## src/rtl/game_pkg.sv

```systemverilog
// ============================================================================
// Module   : game_pkg
// Brief    : Shared types, constants and helpers for the binary-guessing game.
// Revision : 1.0 - initial release
// ============================================================================
`default_nettype none

package game_pkg;

  typedef enum logic [1:0] {
    PH_IDLE   = 2'd0,
    PH_SHOW   = 2'd1,
    PH_INPUT  = 2'd2,
    PH_RESULT = 2'd3
  } phase_t;

  localparam logic [7:0]        LFSR_TAPS = 8'hB8;
  localparam logic signed [7:0] SCORE_MAX = 8'sd127;
  localparam logic signed [7:0] SCORE_MIN = -8'sd128;

  // Fibonacci step for x^8+x^6+x^5+x^4+1, feedback shifted into the LSB
  function automatic logic [7:0] lfsr_next(input logic [7:0] s);
    return {s[6:0], ^(s & LFSR_TAPS)};
  endfunction

  function automatic logic signed [7:0] score_step(input logic signed [7:0] s,
                                                   input logic up);
    logic signed [8:0] sum;
    sum = up ? ({s[7], s} + 9'sd1) : ({s[7], s} - 9'sd1);
    if (sum > 9'sd127) begin
      return SCORE_MAX;
    end else if (sum < -9'sd128) begin
      return SCORE_MIN;
    end else begin
      return sum[7:0];
    end
  endfunction

endpackage

`default_nettype wire

```

## src/rtl/button_debounce.sv

```systemverilog
// ============================================================================
// Module   : button_debounce
// Brief    : Synchronises and debounces a raw button; one-cycle press pulse.
// Revision : 1.0 - initial release
// ============================================================================
`default_nettype none

module button_debounce #(
  parameter int unsigned DEBOUNCE_CYCLES = 1000000
) (
  input  logic clk,
  input  logic rst_n,
  input  logic btn_async,
  output logic pulse
);

  localparam int unsigned    CNT_W    = (DEBOUNCE_CYCLES > 1) ? $clog2(DEBOUNCE_CYCLES) : 1;
  localparam logic [CNT_W-1:0] CNT_LAST = CNT_W'(DEBOUNCE_CYCLES - 1);

  logic             sync1_q;
  logic             sync2_q;
  logic             stable_q;
  logic             stable_d;
  logic             pulse_q;
  logic             pulse_d;
  logic [CNT_W-1:0] cnt_q;
  logic [CNT_W-1:0] cnt_d;

  always_comb begin
    stable_d = stable_q;
    cnt_d    = '0;
    if (sync2_q != stable_q) begin
      if (cnt_q == CNT_LAST) begin
        stable_d = sync2_q;
      end else begin
        cnt_d = cnt_q + 1'b1;
      end
    end
    // Only a released-to-pressed change of the accepted level produces a pulse
    pulse_d = stable_d & ~stable_q;
  end

  always_ff @(posedge clk) begin
    if (!rst_n) begin
      sync1_q  <= 1'b0;
      sync2_q  <= 1'b0;
      stable_q <= 1'b0;
      cnt_q    <= '0;
      pulse_q  <= 1'b0;
    end else begin
      sync1_q  <= btn_async;
      sync2_q  <= sync1_q;
      stable_q <= stable_d;
      cnt_q    <= cnt_d;
      pulse_q  <= pulse_d;
    end
  end

  assign pulse = pulse_q;

endmodule

`default_nettype wire

```

## src/rtl/game_round_ctrl.sv

```systemverilog
// ============================================================================
// Module   : game_round_ctrl
// Brief    : Round sequencer, LFSR target, shared timer and saturating score.
// Revision : 1.0 - initial release
// ============================================================================
`default_nettype none

module game_round_ctrl
  import game_pkg::*;
#(
  parameter int unsigned DEBOUNCE_CYCLES = 1000000,
  parameter int unsigned SHOW_CYCLES     = 200000000,
  parameter int unsigned TIMEOUT_CYCLES  = 1000000000,
  parameter int unsigned RESULT_CYCLES   = 200000000,
  parameter logic [7:0]  LFSR_SEED       = 8'hA5
) (
  input  logic       clk,
  input  logic       rst_n,
  input  logic [7:0] sw,
  input  logic       btn_submit,
  output logic [7:0] number,
  output logic [1:0] phase,
  output logic       last_correct,
  output logic       round_done
);

  localparam logic [31:0] SHOW_LOAD    = 32'(SHOW_CYCLES - 1);
  localparam logic [31:0] TIMEOUT_LOAD = 32'(TIMEOUT_CYCLES - 1);
  localparam logic [31:0] RESULT_LOAD  = 32'(RESULT_CYCLES - 1);

  logic submit_pulse;

  phase_t            state_q, state_d;
  logic [31:0]       timer_q, timer_d;
  logic [7:0]        lfsr_q, lfsr_d;
  logic [7:0]        target_q, target_d;
  logic signed [7:0] score_q, score_d;
  logic [7:0]        number_q, number_d;
  logic              last_correct_q, last_correct_d;
  logic              round_done_q, round_done_d;
  logic              correct;

  button_debounce #(
    .DEBOUNCE_CYCLES (DEBOUNCE_CYCLES)
  ) u_submit_db (
    .clk       (clk),
    .rst_n     (rst_n),
    .btn_async (btn_submit),
    .pulse     (submit_pulse)
  );

  always_comb begin
    state_d        = state_q;
    timer_d        = (timer_q != 32'd0) ? timer_q - 32'd1 : timer_q;
    lfsr_d         = lfsr_next(lfsr_q);
    target_d       = target_q;
    score_d        = score_q;
    last_correct_d = last_correct_q;
    round_done_d   = 1'b0;
    correct        = 1'b0;

    case (state_q)
      PH_IDLE: begin
        if (submit_pulse) begin
          target_d = lfsr_q;
          timer_d  = SHOW_LOAD;
          state_d  = PH_SHOW;
        end
      end
      PH_SHOW: begin
        if (timer_q == 32'd0) begin
          timer_d = TIMEOUT_LOAD;
          state_d = PH_INPUT;
        end
      end
      PH_INPUT: begin
        // A submit landing on the timeout cycle still counts as a guess
        if (submit_pulse || (timer_q == 32'd0)) begin
          correct        = submit_pulse && (sw == target_q);
          round_done_d   = 1'b1;
          last_correct_d = correct;
          score_d        = score_step(score_q, correct);
          timer_d        = RESULT_LOAD;
          state_d        = PH_RESULT;
        end
      end
      PH_RESULT: begin
        if (timer_q == 32'd0) begin
          target_d = lfsr_q;
          timer_d  = SHOW_LOAD;
          state_d  = PH_SHOW;
        end
      end
      default: state_d = PH_IDLE;
    endcase

    // Display value follows the phase being entered so it lines up with phase
    case (state_d)
      PH_SHOW:  number_d = target_d;
      PH_INPUT: number_d = sw;
      default:  number_d = score_d;
    endcase
  end

  always_ff @(posedge clk) begin
    if (!rst_n) begin
      state_q        <= PH_IDLE;
      timer_q        <= 32'd0;
      lfsr_q         <= LFSR_SEED;
      target_q       <= 8'd0;
      score_q        <= 8'sd0;
      number_q       <= 8'd0;
      last_correct_q <= 1'b0;
      round_done_q   <= 1'b0;
    end else begin
      state_q        <= state_d;
      timer_q        <= timer_d;
      lfsr_q         <= lfsr_d;
      target_q       <= target_d;
      score_q        <= score_d;
      number_q       <= number_d;
      last_correct_q <= last_correct_d;
      round_done_q   <= round_done_d;
    end
  end

  assign number       = number_q;
  assign phase        = state_q;
  assign last_correct = last_correct_q;
  assign round_done   = round_done_q;

endmodule

`default_nettype wire

```

## config.mk

```make
export PLATFORM = sky130hd
export DESIGN_NAME = game_round_ctrl
export DESIGN_NICKNAME = d
export VERILOG_FILES = /design/src/rtl/game_pkg.sv /design/src/rtl/button_debounce.sv /design/src/rtl/game_round_ctrl.sv
export SDC_FILE = /design/constraint.sdc
export NUM_CORES = 1
export LEC_CHECK = 0
export ABC_CLOCK_PERIOD_IN_PS = 3400
export BUFFER_PORTS_ARGS = -buffer_cell sky130_fd_sc_hd__buf_2
export CAP_MARGIN = 10
export CORE_ASPECT_RATIO = 0.9
export CORE_MARGIN = 1
export CORE_UTILIZATION = 40
export CTS_CLUSTER_DIAMETER = 120
export CTS_CLUSTER_SIZE = 24
export DETAILED_ROUTE_END_ITERATION = 16
export GPL_ROUTABILITY_DRIVEN = 0
export GPL_TIMING_DRIVEN = 0
export PLACE_DENSITY = 0.7
export RECOVER_POWER = 25
export SLEW_MARGIN = 20
export SYNTH_ARGS = -nofsm -noshare
export SYNTH_HDL_FRONTEND = slang
export SYNTH_SLANG_ARGS = --single-unit
export TNS_END_PERCENT = 5
```

## constraint.sdc

```tcl
create_clock -name clk -period 3.4 [get_ports clk]
set_input_delay 0.34 -clock clk [delete_from_list [all_inputs] [get_ports clk]]
set_output_delay 0.34 -clock clk [all_outputs]
set_load 0.02 [all_outputs]
```

==> impl_metrics.yaml, run 1 <==
setup_path:
  crit_start: "timer_q[17]"
  crit_path_start_kind: "flop"
  cp.arrival_ps: 3530
  cp_num_buf_inv: 2
  timing.rr.end: "number[3]"
  rr_startpoint: "timer_q[17]"
  cp_top_family: "simple AND/OR/NAND/NOR gates"
  r2r_slack_ps: 100
  worstSetupPathDepth: 12
  path_cells: "or4_4 -> or4_4 -> nor3_4 -> inv_4 -> a21o_1 -> a2111oi_4 -> a21o_1 -> ha_4 -> inv_8 -> nand2_2 -> a221oi_4 -> a211oi_2"
  cp_slowest_stage_delay_ps: 570
  endpoint_kind: "flop"
  path_max_fanout: 8
  crit_slowest_cell: "or4_4"
  critPathKind: "flop to flop"
  endpoint: "number[3]"
  rr_worst_depth: 12
  crit_required_ps: 3630
timing:
  slew_headroom: 0.455
  tightest_slew_ps: 810
  setup_viol: 0
  rsz0062_at_grt: "true"
  tns_ps: 0
  finClkSkew_ps: 8.74
  finalMaxSlewViolations: 0
  finalCriticalPeriod_ps: 3300
  fmax_mhz: 303
  min_period_over_period: 0.972
  hold_viol: 0
  setup_ws_ps: 95.6
power:
  seqPwrFrac: 0.319
  p_int_uw: 2620
  leakage_uw: 0.00212
  switching_share: 0.399
  power.share.clock: 0.238
  ir_drop_mv: 0.344
  powerDensity_nw_per_um2: 750
  power_switching_uw: 1740
  comb_power_share: 0.443
routing:
  drc: 0
  vias: 4247
  wire_per_inst_um: 15.3
  routed_wl_um: 11700
  drtPass1Iterations: 5
  post_drt_via_cell_ratio: 5.56
  drtIter0Drc: 213
  antenna_left: 0
logic_synthesis:
  yosys-top-cells-area: "dfxtp_1 38%, xnor2_1 6.4%, nor2_1 5.4%"
  yosysTopAreaCellShare: 0.383
  synth_seq_area_share: 0.383
  synth.distinct_cells: 67
  synth_flop_cell: "dfxtp_1"
  synth_common_cells: "92 x dfxtp_1, 69 x nor2_1, 46 x nand2_1, 37 x a21oi_1, 35 x xnor2_1"
  async_reset_ff_frac: 0
  synth_edf_count: 0
  netlist_area_um2: 4800
  ys_seq_elements: 92
  synth.most_common_cell: "dfxtp_1"
  synthCells: 559
  yosys_warnings: 0
  syn_nets: 590
  synth.avg_cell_area_um2: 8.59
  synth_top_area_cell: "dfxtp_1"
final_layout:
  fill_cells: 1093
  drive_gt1_frac: 0.181
  nNetsFinal: 634
  diodes: 0
  syn2layout_area_growth_pct: 21.2
grt:
  grt_usage: 0.190
  antenna_found_initial: 0
  grt_max_degree: 17
  grt_pass1_vias: 4039
  grt-ovfl-total: 0
  grt_pass1_wl_um: 19200
floorplan:
  row_count: 37
  dieWidth_um: 118
  top_level_ports: 23
  die-area_um2: 12500
  start_util: 0.415
  die_h_um: 106
  core_region_area_um2: 11600
clocking:
  cts_buffer_depth: 2
  cts_max_level: 3
  cts_buffers: 9
  clkTransAtPathRegs_ps: 70
  cts-root-buf: "clkbuf_16"
  hold_buffers: 0
  cts_tree: "done"
  clkSinkCount: 92
  insertion_delay_ps: 350
placed_design:
  dp.final_hpwl_um: 8180
  io_buffers: 22
  pre_cts_ws_ps: -824
run_status:
  status: "complete, no violations"
run:
  drv_cap: 0
hold_path:
  hold_class: "primary input to flop"
==> state kept, by name, summed over array words and instances (netlist names), 2 cells and up <==
| name | cells |
|---|---|
| phase | 2 |
| timer_q | 32 |
| u_submit_db.cnt_q | 20 |
| lfsr_q | 8 |
| score_q | 8 |
| target_q | 8 |
| number | 8 |
==> power groups by stage <==
stage	Sequential [µW]	Combinational, µW	Clock, µW
detailed placement	1400	1680	0
finish	1390	1930	1040
floorplan	1400	1300	0
global route	1420	2120	1100
CTS	1380	1800	1060
global placement	1390	1630	0
==> through the flow <==
| step | instances | power, µW | utilization | hold WS (ps) | cell area (µm²) |
|---|---|---|---|---|---|
| finish | 764 | 4370 | 0.503 | 219 | 5820 |
| global route | 764 | 4640 | 0.503 | 226 | 5820 |
| CTS | 756 | 4240 | 0.484 | 213 | 5600 |
| detailed placement | 737 | 3070 | 0.443 | 433 | 5120 |
| global placement | 737 | 3020 | 0.442 | 428 | 5120 |
| floorplan | 559 | 2700 | - | 402 | 4810 |
==> final cells by class <==
cell class	count	area (µm²)	area share
buffer	17	70.1	0.0120
clock buffer	10	239	0.0411
clock inverter	6	68.8	0.0118
inverter	17	73.8	0.0127
multi-input combinational	429	3120	0.535
sequential	92	1850	0.318
tap	156	195	0.0335
timing repair buffer	37	206	0.0355
==> timing repair <==
action / 4_1_cts / 5_1_grt
pin swaps: 7 / 17
setup buffers: 7 / 8
setup endpoints to repair: 16 / 15
resized for setup: 29 / 36
gates cloned: 0 / 0
==> routing by layer <==
metal	track usage	up-vias	wire length, µm
met5	0	-	0
met4	0.0632	0	134
met2	0.313	80	5350
met1	0.245	2029	5720
li1	-	2126	-
met3	0.0456	12	458
==> cell usage in the layout (no fill, tap or decap), types with 4 or more instances in the layout <==
cell	Yosys	routed
a21oi_1	37	36
dfxtp_1	92	85
a221oi_2	0	7
ha_1	19	13
nand2b_1	7	7
a31oi_1	9	7
and2_1	10	10
nor2_1	69	67
dfxtp_2	0	7
nand2_1	46	42
nand2_2	0	4
clkbuf_16	0	9
o221ai_1	6	6
nand3b_1	4	4
inv_1	16	14
o21ai_0	13	12
or4_1	4	4
nor3_1	15	14
nand3_1	16	14
xnor2_1	35	34
ha_4	0	4
buf_4	1	16
nor4_1	12	9
a211oi_2	0	7
and3_1	7	7
or3_1	4	4
a21o_1	4	4
buf_2	1	10
xor2_1	23	23
nand4_1	6	6
clkbuf_1	17	27
a22oi_1	8	8
==> cell families after synthesis <==
logic type	Yosys count	synth area share
compound gates	129	0.187
xor+xnor	58	0.106
fa+ha+maj	20	0.0537
buf+inv	38	0.0331
flops	92	0.383
mux	3	0.00625
simple gates	219	0.231
==> worst register-to-register path, cell delays in order (launching register included) <==
cell and delay, ps:
dfxtp_2 330, or4_4 530, or4_4 570, nor3_4 220, inv_4 60, a21o_1 210, a2111oi_4 340, a21o_1 170
ha_4 240, inv_8 90, nand2_2 90, a221oi_4 250, a211oi_2 70
==> worst min-delay path by stage <==
stage,slack [ps],from,depth (start not counted),end
global placement,430,lfsr_q[6],1,lfsr_q[7]
floorplan,400,lfsr_q[6],1,lfsr_q[7]
detailed placement,430,u_submit_db.sync1_q,1,u_submit_db.sync2_q
global route,230,btn_submit,2,u_submit_db.sync1_q
finish,220,btn_submit,2,u_submit_db.sync1_q
CTS,210,btn_submit,2,u_submit_db.sync1_q
Power figures use the tool's default switching activity.
==> inputs of run 2 (changes only) <==
Settings changed: SYNTH_HIERARCHICAL set to 1.
==> impl_metrics.yaml, run 2 <==
final_layout:
  fin_area_um2: 6120
  diodes: 0
  largest_registers: "timer_q: 32 flops, u_submit_db/cnt_q: 20 flops"
  syn2layout_area_growth_pct: 22.1
  largest_reg_flops: 32
  final_cell_mix: "88 x dfxtp_1, 58 x nor2_1, 39 x a21oi_1"
  final_common_cell: "dfxtp_1"
  regMostFlops: "timer_q"
  fill_cells: 1104
  nNetsFinal: 659
  drive_gt1_frac: 0.184
logic_synthesis:
  async_reset_ff_frac: 0
  synth_edf_count: 0
  synth.avg_cell_area_um2: 8.67
  ys_seq_elements: 92
  synthCells: 578
  synth.most_common_cell: "dfxtp_1"
  synth_flop_cell: "dfxtp_1"
  netlist_area_um2: 5010
  yosysTopAreaCellShare: 0.368
  synth.distinct_cells: 67
  syn_nets: 609
  yosys-top-cells-area: "dfxtp_1 37%, xnor2_1 6.1%, ha_1 4.7%"
  synth_seq_area_share: 0.368
  synth_common_cells: "92 x dfxtp_1, 59 x nor2_1, 42 x a21oi_1, 35 x xnor2_1, 24 x nand2_1"
  synth_top_area_cell: "dfxtp_1"
  yosys_warnings: 6
power:
  comb_power_share: 0.421
  p_int_uw: 2530
  seqPwrFrac: 0.339
  power.share.clock: 0.240
  powerDensity_nw_per_um2: 661
  leakage_uw: 0.00222
  ir_drop_mv: 0.367
  switching_share: 0.374
  power_switching_uw: 1510
timing:
  slew_headroom: 0.407
  min_period_over_period: 1.01
  finClkSkew_ps: 7.39
  fmax_mhz: 290
  setup_ws_ps: -48.3
  rsz0062_at_grt: "true"
  whs_ps: 202
  finalMaxSlewViolations: 0
  setup_viol: 6
  tightest_slew_ps: 877
  hold_viol: 0
  finalCriticalPeriod_ps: 3450
routing:
  drc: 0
  antenna_left: 0
  routed_wl_um: 13100
  drtPass1Iterations: 5
  wl_met1_um: 6150
  wire_per_inst_um: 16.5
  wl_met3_um: 609
  post_drt_via_cell_ratio: 5.75
  met2_wirelength_um: 6140
  highest_layer: "met4"
  vias: 4551
  drtIter0Drc: 367
clocking:
  insertion_delay_ps: 340
  cts_buffers: 9
  cts-root-buf: "clkbuf_16"
  cts_buffer_depth: 2
  clkTransAtPathRegs_ps: 60
  clkSinkCount: 92
  hold_buffers: 0
  cts_tree: "done"
  cts_max_level: 3
setup_path:
  r2r_slack_ps: -50
  path_max_fanout: 6
  rr_worst_depth: 12
  critPathKind: "flop to flop"
  crit_required_ps: 3640
  cp.arrival_ps: 3690
  endpoint_kind: "flop"
  rr_startpoint: "target_q[5]"
  cp_slowest_stage_delay_ps: 440
  crit_slowest_cell: "nor4_4"
  timing.rr.end: "number[3]"
  path_cells: "xnor2_2 -> nand4_1 -> nor4_4 -> buf_4 -> buf_4 -> fa_1 -> nor4_2 -> nand3_1 -> nor4_4 -> nor3_4 -> buf_6 -> a221oi_4"
  crit_path_start_kind: "flop"
floorplan:
  top_level_ports: 23
  dieWidth_um: 120
  start_util: 0.413
  row_count: 38
  core_region_area_um2: 12100
  die-area_um2: 13000
  die_h_um: 108
grt:
  antenna_found_initial: 0
  grt_pass1_vias: 4335
  grt_pass1_wl_um: 20800
  grt_max_degree: 15
  grt-ovfl-total: 0
  grt_usage: 0.200
run_status:
  violations: "negative setup slack"
  status: "finished with violations"
placed_design:
  dp.final_hpwl_um: 8890
  io_buffers: 22
  pre_cts_ws_ps: -1250
  placed_cell_area_um2: 5320
hold_path:
  hold_class: "primary input to flop"
  hp-start: "btn_submit"
  hold_path_end: "u_submit_db/sync1_q"
  hold_depth: 2
run:
  drv_cap: 0
run 2: cell types whose count changed in the layout (fill, tap and decap cells not counted), sizes merged, moves of 5 or more:
cell,previous run,this run
nand2,46,24
buf,26,37
nor2,70,59
nor3,16,24
o21ai,15,22
nand2b,7,13
xor2,23,17
a21oi,37,42
a221oi,10,5
nand3,16,21
nand4,6,11
o211ai,3,8
or2,0,5
run 2: repair_timing:
| action | 4_1_cts | 5_1_grt |
|---|---|---|
| gates resized for setup | 25 | 53 |
| endpoints found under the setup margin | 16 | 15 |
| pin swaps | 7 | 20 |
| buffers inserted | 5 | 13 |
run 2: critical path: cells and delay by family (launching register included):
family / cells / cell delay (ps)
compound gates: 1 / 290
xor+xnor: 1 / 210
fa+ha+maj: 1 / 440
buf+inv: 3 / 470
flops: 1 / 340
simple gates: 6 / 1610
run 2: kinds of logic (layout without fill, tap and decap cells):
logic type / after synthesis / count (layout) / share of synthesized area
AND/OR/NAND/NOR: 229 / 229 / 0.257
AO/OA/AOI/OAI: 140 / 140 / 0.192
flip-flops: 92 / 92 / 0.368
XOR/XNOR: 52 / 52 / 0.0909
buffers and inverters: 42 / 96 / 0.0352
adder cells (fa/ha/maj): 20 / 20 / 0.0515
multiplexers: 3 / 3 / 0.00600
run 2: layer usage:
layer,vias to the layer above,GRT usage
met5,-,0
met4,0,0.0589
met3,16,0.0396
met2,112,0.328
met1,2203,0.266
li1,2220,-
run 2: through the flow:
stage          TNS (ps)   util  total power (µW)  cells
3_3_place_gp     -14040  0.439              2850    760
6_report           -149  0.504              4040    792
5_1_grt           -1260  0.504              4290    792
2_1_floorplan         0      -              2560    578
3_5_place_dp     -16250  0.439              2890    760
4_1_cts           -47.9  0.474              3970    780
run 2: worst max path at each step:
| stage | depth (start not counted) | to | slack, ps | start |
|---|---|---|---|---|
| floorplan | 13 | number[0] | 50 | timer_q[0] |
| global placement | 12 | number[3] | -1120 | sw[5] |
| detailed placement | 12 | number[3] | -1250 | sw[5] |
| CTS | 12 | number[5] | -40 | timer_q[0] |
| global route | 12 | number[4] | -140 | target_q[5] |
| finish | 12 | number[3] | -50 | target_q[5] |
run 2: cell type report:
type	count	area, µm²	share of cell area
multi-input combinational	444	3360	0.550
sequential	92	1850	0.302
clock buffer	11	233	0.0381
timing repair buffer	39	226	0.0370
tap	160	200	0.0327
buffer	22	119	0.0194
inverter	20	77.6	0.0127
clock inverter	4	51.3	0.00839
run 2: power by group through the flow:
| stage | Combinational [µW] | Sequential [µW] | Clock, µW |
|---|---|---|---|
| 3_3_place_gp | 1470 | 1380 | 0 |
| 6_report | 1700 | 1370 | 971 |
| 5_1_grt | 1870 | 1390 | 1040 |
| 3_5_place_dp | 1510 | 1380 | 0 |
| 4_1_cts | 1610 | 1360 | 992 |
| 2_1_floorplan | 1170 | 1390 | 0 |
